==> src/rtl/rfc2819_stat_pkg.sv <==
// rtl/rfc2819_stat_pkg.sv - counter indices, address map and RFC2819 length bins (RFC2819_STAT_EXTENDED_EN adds over/under bins)
package rfc2819_stat_pkg;

  localparam int NUM_BASE_CNT = 14;
  localparam int NUM_EXT_CNT  = 2;

`ifdef RFC2819_STAT_EXTENDED_EN
  localparam int NUM_CNT = NUM_BASE_CNT + NUM_EXT_CNT;
`else
  localparam int NUM_CNT = NUM_BASE_CNT;
`endif

  // Counter index doubles as the flag bit position and the word offset in the read map
  typedef enum logic [3:0] {
    CNT_CRC           = 4'd0,
    CNT_MTU           = 4'd1,
    CNT_MINTU         = 4'd2,
    CNT_BCAST         = 4'd3,
    CNT_MCAST         = 4'd4,
    CNT_FRAGMENT      = 4'd5,
    CNT_JABBER        = 4'd6,
    CNT_OCTETS        = 4'd7,
    CNT_BIN_64        = 4'd8,
    CNT_BIN_65_127    = 4'd9,
    CNT_BIN_128_255   = 4'd10,
    CNT_BIN_256_511   = 4'd11,
    CNT_BIN_512_1023  = 4'd12,
    CNT_BIN_1024_1518 = 4'd13,
    CNT_BIN_OVER      = 4'd14,
    CNT_BIN_UNDER     = 4'd15
  } cnt_idx_e;

  localparam logic [7:0] ADDR_LOW_BASE  = 8'h00;
  localparam logic [7:0] ADDR_HIGH_BASE = 8'h38;
  localparam logic [7:0] ADDR_EXT_BASE  = 8'h70;

  localparam int unsigned LEN_BIN_64   = 64;
  localparam int unsigned LEN_BIN_127  = 127;
  localparam int unsigned LEN_BIN_255  = 255;
  localparam int unsigned LEN_BIN_511  = 511;
  localparam int unsigned LEN_BIN_1023 = 1023;
  localparam int unsigned LEN_BIN_1518 = 1518;

endpackage

==> src/rtl/rfc2819_stat_classify.sv <==
// rtl/rfc2819_stat_classify.sv - per-region frame classification into a counter flag vector (RFC2819_STAT_EXTENDED_EN adds over/under bins)
module rfc2819_stat_classify
  import rfc2819_stat_pkg::*;
#(
  parameter int LEN_WIDTH = 16
) (
  input  logic                 vld,
  input  logic [LEN_WIDTH-1:0] len,
  input  logic                 crc_err,
  input  logic                 bcast,
  input  logic                 mcast,
  input  logic [LEN_WIDTH-1:0] len_max,
  input  logic [LEN_WIDTH-1:0] len_min,
  output logic [NUM_CNT-1:0]   flags
);

  logic [31:0] len32;
  assign len32 = 32'(len);

  // Every flag is qualified by vld; the octets bit carries vld itself so stage 2 knows which lengths to sum
  always_comb begin
    flags                    = '0;
    flags[CNT_CRC]           = vld & crc_err;
    flags[CNT_MTU]           = vld & (len > len_max);
    flags[CNT_MINTU]         = vld & (len < len_min);
    flags[CNT_BCAST]         = vld & bcast;
    flags[CNT_MCAST]         = vld & mcast;
    flags[CNT_FRAGMENT]      = vld & crc_err & (len32 < LEN_BIN_64);
    flags[CNT_JABBER]        = vld & crc_err & (len32 > LEN_BIN_1518);
    flags[CNT_OCTETS]        = vld;
    flags[CNT_BIN_64]        = vld & (len32 == LEN_BIN_64);
    flags[CNT_BIN_65_127]    = vld & (len32 > LEN_BIN_64)   & (len32 <= LEN_BIN_127);
    flags[CNT_BIN_128_255]   = vld & (len32 > LEN_BIN_127)  & (len32 <= LEN_BIN_255);
    flags[CNT_BIN_256_511]   = vld & (len32 > LEN_BIN_255)  & (len32 <= LEN_BIN_511);
    flags[CNT_BIN_512_1023]  = vld & (len32 > LEN_BIN_511)  & (len32 <= LEN_BIN_1023);
    flags[CNT_BIN_1024_1518] = vld & (len32 > LEN_BIN_1023) & (len32 <= LEN_BIN_1518);
`ifdef RFC2819_STAT_EXTENDED_EN
    flags[CNT_BIN_OVER]      = vld & (len32 > LEN_BIN_1518);
    flags[CNT_BIN_UNDER]     = vld & (len32 < LEN_BIN_64);
`endif
  end

endmodule

==> src/rtl/rfc2819_stat_unit.sv <==
// rtl/rfc2819_stat_unit.sv - multi-region RFC2819 statistics counters with atomic shadow snapshot and read port (RFC2819_STAT_EXTENDED_EN adds over/under bins)
module rfc2819_stat_unit
  import rfc2819_stat_pkg::*;
#(
  parameter int REGIONS   = 4,
  parameter int LEN_WIDTH = 16,
  parameter int CNT_WIDTH = 64
) (
  input  logic                           CLK,
  input  logic                           RESET,
  input  logic [REGIONS-1:0]             RX_EOF_VLD,
  input  logic [REGIONS*LEN_WIDTH-1:0]   RX_LEN,
  input  logic [REGIONS-1:0]             RX_CRC_ERR,
  input  logic [REGIONS-1:0]             RX_BCAST,
  input  logic [REGIONS-1:0]             RX_MCAST,
  input  logic [LEN_WIDTH-1:0]           CFG_LEN_MAX,
  input  logic [LEN_WIDTH-1:0]           CFG_LEN_MIN,
  input  logic                           CMD_SNAPSHOT,
  input  logic                           CMD_CLEAR,
  input  logic                           RD_EN,
  input  logic [7:0]                     RD_ADDR,
  output logic [31:0]                    RD_DATA,
  output logic                           RD_VLD
);

  localparam int PCW   = $clog2(REGIONS + 1);
  localparam int OCT_W = LEN_WIDTH + PCW;

  logic [NUM_CNT-1:0]   s0_flags [REGIONS];
  logic [NUM_CNT-1:0]   s1_flags [REGIONS];
  logic [LEN_WIDTH-1:0] s1_len   [REGIONS];
  logic [CNT_WIDTH-1:0] inc      [NUM_CNT];
  logic [CNT_WIDTH-1:0] live     [NUM_CNT];
  logic [CNT_WIDTH-1:0] shadow   [NUM_CNT];
  logic [PCW-1:0]       pc_acc;
  logic [OCT_W-1:0]     oct_acc;
  logic [31:0]          rd_word;

  function automatic logic [31:0] word_sel(input logic [CNT_WIDTH-1:0] v, input logic hi);
    logic [63:0] v64;
    v64 = 64'(v);
    return hi ? v64[63:32] : v64[31:0];
  endfunction

  for (genvar r = 0; r < REGIONS; r++) begin : g_region
    rfc2819_stat_classify #(
      .LEN_WIDTH (LEN_WIDTH)
    ) u_classify (
      .vld     (RX_EOF_VLD[r]),
      .len     (RX_LEN[r*LEN_WIDTH +: LEN_WIDTH]),
      .crc_err (RX_CRC_ERR[r]),
      .bcast   (RX_BCAST[r]),
      .mcast   (RX_MCAST[r]),
      .len_max (CFG_LEN_MAX),
      .len_min (CFG_LEN_MIN),
      .flags   (s0_flags[r])
    );
  end

  // Stage 1: register the classified flags and raw lengths; flags of invalid regions are already zero
  always_ff @(posedge CLK or posedge RESET) begin
    if (RESET) begin
      for (int i = 0; i < REGIONS; i++) begin
        s1_flags[i] <= '0;
        s1_len[i]   <= '0;
      end
    end else begin
      for (int i = 0; i < REGIONS; i++) begin
        s1_flags[i] <= s0_flags[i];
        s1_len[i]   <= RX_LEN[i*LEN_WIDTH +: LEN_WIDTH];
      end
    end
  end

  // Stage 2 increments: popcount of each flag across regions; octets sums the valid lengths instead
  always_comb begin
    pc_acc  = '0;
    oct_acc = '0;
    for (int c = 0; c < NUM_CNT; c++) begin
      pc_acc = '0;
      for (int i = 0; i < REGIONS; i++) begin
        pc_acc = pc_acc + PCW'(s1_flags[i][c]);
      end
      inc[c] = CNT_WIDTH'(pc_acc);
    end
    for (int i = 0; i < REGIONS; i++) begin
      if (s1_flags[i][CNT_OCTETS]) begin
        oct_acc = oct_acc + OCT_W'(s1_len[i]);
      end
    end
    inc[CNT_OCTETS] = CNT_WIDTH'(oct_acc);
  end

  // Live counters wrap freely; a clear keeps only the increment landing on the same edge
  always_ff @(posedge CLK or posedge RESET) begin
    if (RESET) begin
      for (int c = 0; c < NUM_CNT; c++) begin
        live[c] <= '0;
      end
    end else begin
      for (int c = 0; c < NUM_CNT; c++) begin
        live[c] <= CMD_CLEAR ? inc[c] : live[c] + inc[c];
      end
    end
  end

  // Shadows copy the pre-update live values, so a concurrent clear never leaks into the snapshot
  always_ff @(posedge CLK or posedge RESET) begin
    if (RESET) begin
      for (int c = 0; c < NUM_CNT; c++) begin
        shadow[c] <= '0;
      end
    end else if (CMD_SNAPSHOT) begin
      for (int c = 0; c < NUM_CNT; c++) begin
        shadow[c] <= live[c];
      end
    end
  end

  // Address decode over the shadows; anything not matched reads as zero
  always_comb begin
    rd_word = '0;
    for (int c = 0; c < NUM_BASE_CNT; c++) begin
      if (RD_ADDR == ADDR_LOW_BASE + 8'(4 * c)) begin
        rd_word = word_sel(shadow[c], 1'b0);
      end
      if (RD_ADDR == ADDR_HIGH_BASE + 8'(4 * c)) begin
        rd_word = word_sel(shadow[c], 1'b1);
      end
    end
`ifdef RFC2819_STAT_EXTENDED_EN
    for (int e = 0; e < NUM_EXT_CNT; e++) begin
      if (RD_ADDR == ADDR_EXT_BASE + 8'(8 * e)) begin
        rd_word = word_sel(shadow[NUM_BASE_CNT + e], 1'b0);
      end
      if (RD_ADDR == ADDR_EXT_BASE + 8'(8 * e + 4)) begin
        rd_word = word_sel(shadow[NUM_BASE_CNT + e], 1'b1);
      end
    end
`endif
  end

  // One-cycle read response; data is held at zero when no read is pending
  always_ff @(posedge CLK or posedge RESET) begin
    if (RESET) begin
      RD_VLD  <= 1'b0;
      RD_DATA <= '0;
    end else begin
      RD_VLD  <= RD_EN;
      RD_DATA <= RD_EN ? rd_word : 32'd0;
    end
  end

endmodule
==> config.mk <==
export PLATFORM = sky130hd
export DESIGN_NAME = rfc2819_stat_unit
export DESIGN_NICKNAME = d
export VERILOG_FILES = /design/src/rtl/rfc2819_stat_pkg.sv /design/src/rtl/rfc2819_stat_classify.sv /design/src/rtl/rfc2819_stat_unit.sv
export SDC_FILE = /design/constraint.sdc
export NUM_CORES = 2
export LEC_CHECK = 0
export ABC_AREA = 1
export CORE_MARGIN = 8
export CORE_UTILIZATION = 52
export CTS_CLUSTER_DIAMETER = 30
export DETAILED_ROUTE_END_ITERATION = 8
export PLACE_DENSITY = 0.76
export SYNTH_ARGS = -nofsm -noshare
export SYNTH_HDL_FRONTEND = slang
export SYNTH_HIERARCHICAL = 1
export SYNTH_SLANG_ARGS = --single-unit
==> constraint.sdc <==
create_clock -name CLK -period 219.5 [get_ports CLK]
set_clock_uncertainty 0.15 [all_clocks]
set_input_delay 43.9 -clock CLK [delete_from_list [all_inputs] [get_ports CLK]]
set_output_delay 43.9 -clock CLK [all_outputs]
set_load 0.1 [all_outputs]
==> metrics.md <==
| Metric | Value |
|---|---|
| I/O pin count | `158` |
| Clock H-tree levels | `5` |
| Port Buf Inserts | `157` |
| Startpoint types | `input pin` |
| Setup bufs post-CTS | `0` |
| Slew headroom | `11.1%` |
| FF-to-FF End | `live[431]$_DFF_PP0_` |
| Vias in the first global route | `87939` |
| # clock sinks | `about 1900` |
| Max clock buf depth | `4` |
| Reg2reg start | `s1_flags[49]$_DFF_PP0_` |
| Top post-synthesis cells by area | `dfrtp_1 (48%), nand2_1 (7.9%), inv_1 (6.8%)` |
| Slew @ Worst Pin | `1.33 ns` |
| R2R cell count | `46` |
| Post-synth top cells | `nand2_1 (2142), dfrtp_1 (1945), inv_1 (1826)` |
| Worst path arrival time | `a little under 50 ns` |
| Post-Syn Instances | `about 13000` |
| Worst min-delay path class | `reg2reg` |
| Clock transition at path regs | `roughly 0.050 ns` |
| Vias per inst | `5.83` |
| Number of synthesized flops with an enable pin | `0` |
| Average wire per standard cell | `around 20 um` |
| Total CTS buffers | `between 400 and 500` |
| Stages on the worst setup path | `8` |
| Largest area contributor in the netlist | `dfrtp_1` |
| RSZ-0062 raised after global routing | `false` |
| Ys Warns | `6` |
| Dpl hpwl | `232 mm` |
| Gpl congestion | `slightly above 1` |
| Final Instance Area | `roughly 0.12 mm^2` |
| Pwr dens | `9.28 mW/mm^2` |
| Grt ovf | `0` |
| CTS Hold Bufs | `0` |
| DRC | `0` |
| Crit end category | `async pin` |
| CP max FO | `between 150 and 200` |
| Leading register cell type out of synthesis | `dfrtp_1` |
| Top-count cell post-synth | `nand2_1` |
| Routed vias | `92664` |
| Total core area | `approximately 0.19 mm^2` |
| Final Max Tran Viols | `0` |
| Syn_area_per_cell | `approximately 7.9 um^2` |
| Maximum VDD drop | `slightly above 0.008 mV` |
| Synthesized Nets | `about 13000` |
| Synth unique cells | `58` |
| Area Overhead vs Synth | `18.1%` |
| CP bufs+invs | `8` |
| Flop-to-flop setup slack | `roughly 210 ns` |
| CP Launch Point | `RESET` |
| Max Cap Violations | `0` |
| Largest net degree at the start of global routing | `251` |
| Outcome | `completed` |
| Fmax | `0.0204 GHz` |
| Crit path required time | `approximately 220 ns` |
| Register bit count reported by yosys | `between 1500 and 2000` |
| Nets@finish | `between 10000 and 15000` |
| Seq/Total Area, Yosys | `48.1%` |
| DIE AREA | `0.209 mm^2` |
| Total Routing Usage GR | `30.0%` |
| Die height | `457 um` |
| CTS root buf | `clkbuf_16` |
| Row cnt | `162` |
| DRT iter0 DRCs | `between 10000 and 15000` |
| Worst Setup EP | `live[716]$_DFF_PP0_` |
| First-pass GRT wire length | `500 mm` |
| CP top delay family | `buffers and inverters` |
| Post-synthesis async set-or-reset flop share | `between 90% and 100%` |
| 1st-pass router iterations | `7` |
| Dpl cells | `15159` |
| Hold Fails Final Rpt | `0` |
| Initial Util | `a little over half` |
| Placed Area | `0.105 mm^2` |
| Post-CTS sizing | `0` |
| Minimum clock period after layout | `between 40 and 50 ns` |
| Max stage delay on crit path | `0.84 ns` |
| Synth top area share | `~48%` |
| Most used cell, CP | `buf_4` |
| Final wirelength | `~320 mm` |
| Crit-path cells | `clkdlybuf4s50_1, inv_8, buf_4, buf_12, buf_4, buf_4, buf_12, buf_4` |
| Final setup vio count | `0` |
| LEAKAGE | `roughly 51 nW` |
| DIE WIDTH | `457 um` |
| Layout cells sized above 1 | `under 10%` |
| Worst skew pair latency | `~0.98 ns` |
| Final ANT Viol Nets | `0` |
| Non-filler instance count after layout | `approximately 16000` |
| Place WS | `169.44 ns` |
| Setup WS post-layout | `170.55 ns` |
| Slowest CP cell | `buf_4` |
| Synth Cell Area | `0.101 mm^2` |
| Setup tns final | `0 ns` |
| Critical path class | `in2async` |
| Initial antenna violation count | `4` |
| TritonCTS clock tree | `done` |
| Crit share post-route | `22.3%` |
-- worst register-to-register path: cells and delay by family, from the launching register on --
kind | cells | cell delay [ns]
simple gates | 26 | 3.71
fa+ha+maj | 5 | 1.78
xor+xnor | 2 | 0.30
buf+inv | 3 | 0.21
compound gates | 10 | 2.09
flops | 1 | 0.63
-- where the power goes --
group,switching (W),internal (W)
combinational,0.0000542,0.0000270
clock,0.000213,0.000430
sequential,0.0000122,0.000373
-- placed cells by master (no fill, tap or decap), drive strengths merged, types with 76 or more instances in the layout --
cell           count
nand2           2162
dfrtp           1945
inv             1913
nor2            1738
a21oi           1360
o21ai            901
nor4             507
clkbuf           472
nor3             463
nand4            363
nand3            323
ha               254
clkdlybuf4s50    155
mux2             112
a31oi             92
clkinv            90
o21a              81
buf               78
xor2              76
-- routing by layer --
metal / GRT usage, % / wire, um / up-vias
met1: 40.9 / 132000 / 44128
li1: - / - / 43042
met2: 44.5 / 140000 / 4684
met3: 8.73 / 36400 / 808
met5: 0 / 13 / -
met4: 13.6 / 16300 / 2
-- per-stage QoR --
| step | hold WS [ns] | power (W) | util [%] |
|---|---|---|---|
| 2_1_floorplan | 0.283 | 0.000444 | - |
| 3_3_place_gp | 0.297 | 0.000467 | 54.1 |
| 3_5_place_dp | 0.306 | 0.000469 | 54.1 |
| 4_1_cts | 0.312 | 0.00111 | 61.5 |
| 5_1_grt | 0.330 | 0.00114 | 61.5 |
| 6_report | 0.313 | 0.00111 | 61.5 |
-- worst min path at each step --
| stage | startpoint | endpoint | slack (ns) | depth (start not counted) |
|---|---|---|---|---|
| final | live[725]$_DFF_PP0_ | live[725]$_DFF_PP0_ | 0.31 | 1 |
| after global routing | live[603]$_DFF_PP0_ | live[603]$_DFF_PP0_ | 0.33 | 1 |
| after CTS | live[342]$_DFF_PP0_ | live[342]$_DFF_PP0_ | 0.31 | 1 |
| after detailed placement | live[342]$_DFF_PP0_ | live[342]$_DFF_PP0_ | 0.31 | 1 |
| after global placement | live[603]$_DFF_PP0_ | live[603]$_DFF_PP0_ | 0.30 | 1 |
| after floorplan | live[205]$_DFF_PP0_ | live[205]$_DFF_PP0_ | 0.28 | 1 |
-- final cells by class --
class | count | area, um^2
diodes | 1 | 2.50
clock buffers | 472 | 10900
clock inverters | 263 | 3480
fillers | 16087 | 74700
inverters | 1851 | 6960
multi-input cells | 8588 | 44100
flip-flops and latches | 1945 | 48700
well taps | 2542 | 3180
repair buffers | 233 | 2200
-- cell families after synthesis --
logic type,share of synthesized area [%]
buffers and inverters,8.41
adders and majority gates,3.73
AOI/OAI and AO/OA,12.8
muxes,1.25
DFF,48.1
and+or+nand+nor,24.8
xor gates and xnor gates,0.857
-- sequential cells by signal (all words and copies together), names as in the netlist --
| signal | flops |
|---|---|
| live | 896 |
| shadow | 896 |
| s1_len | 64 |
| s1_flags | 56 |
| RD_DATA | 32 |
| RD_VLD | 1 |
No activity file was read; power rests on OpenSTA's default activity.
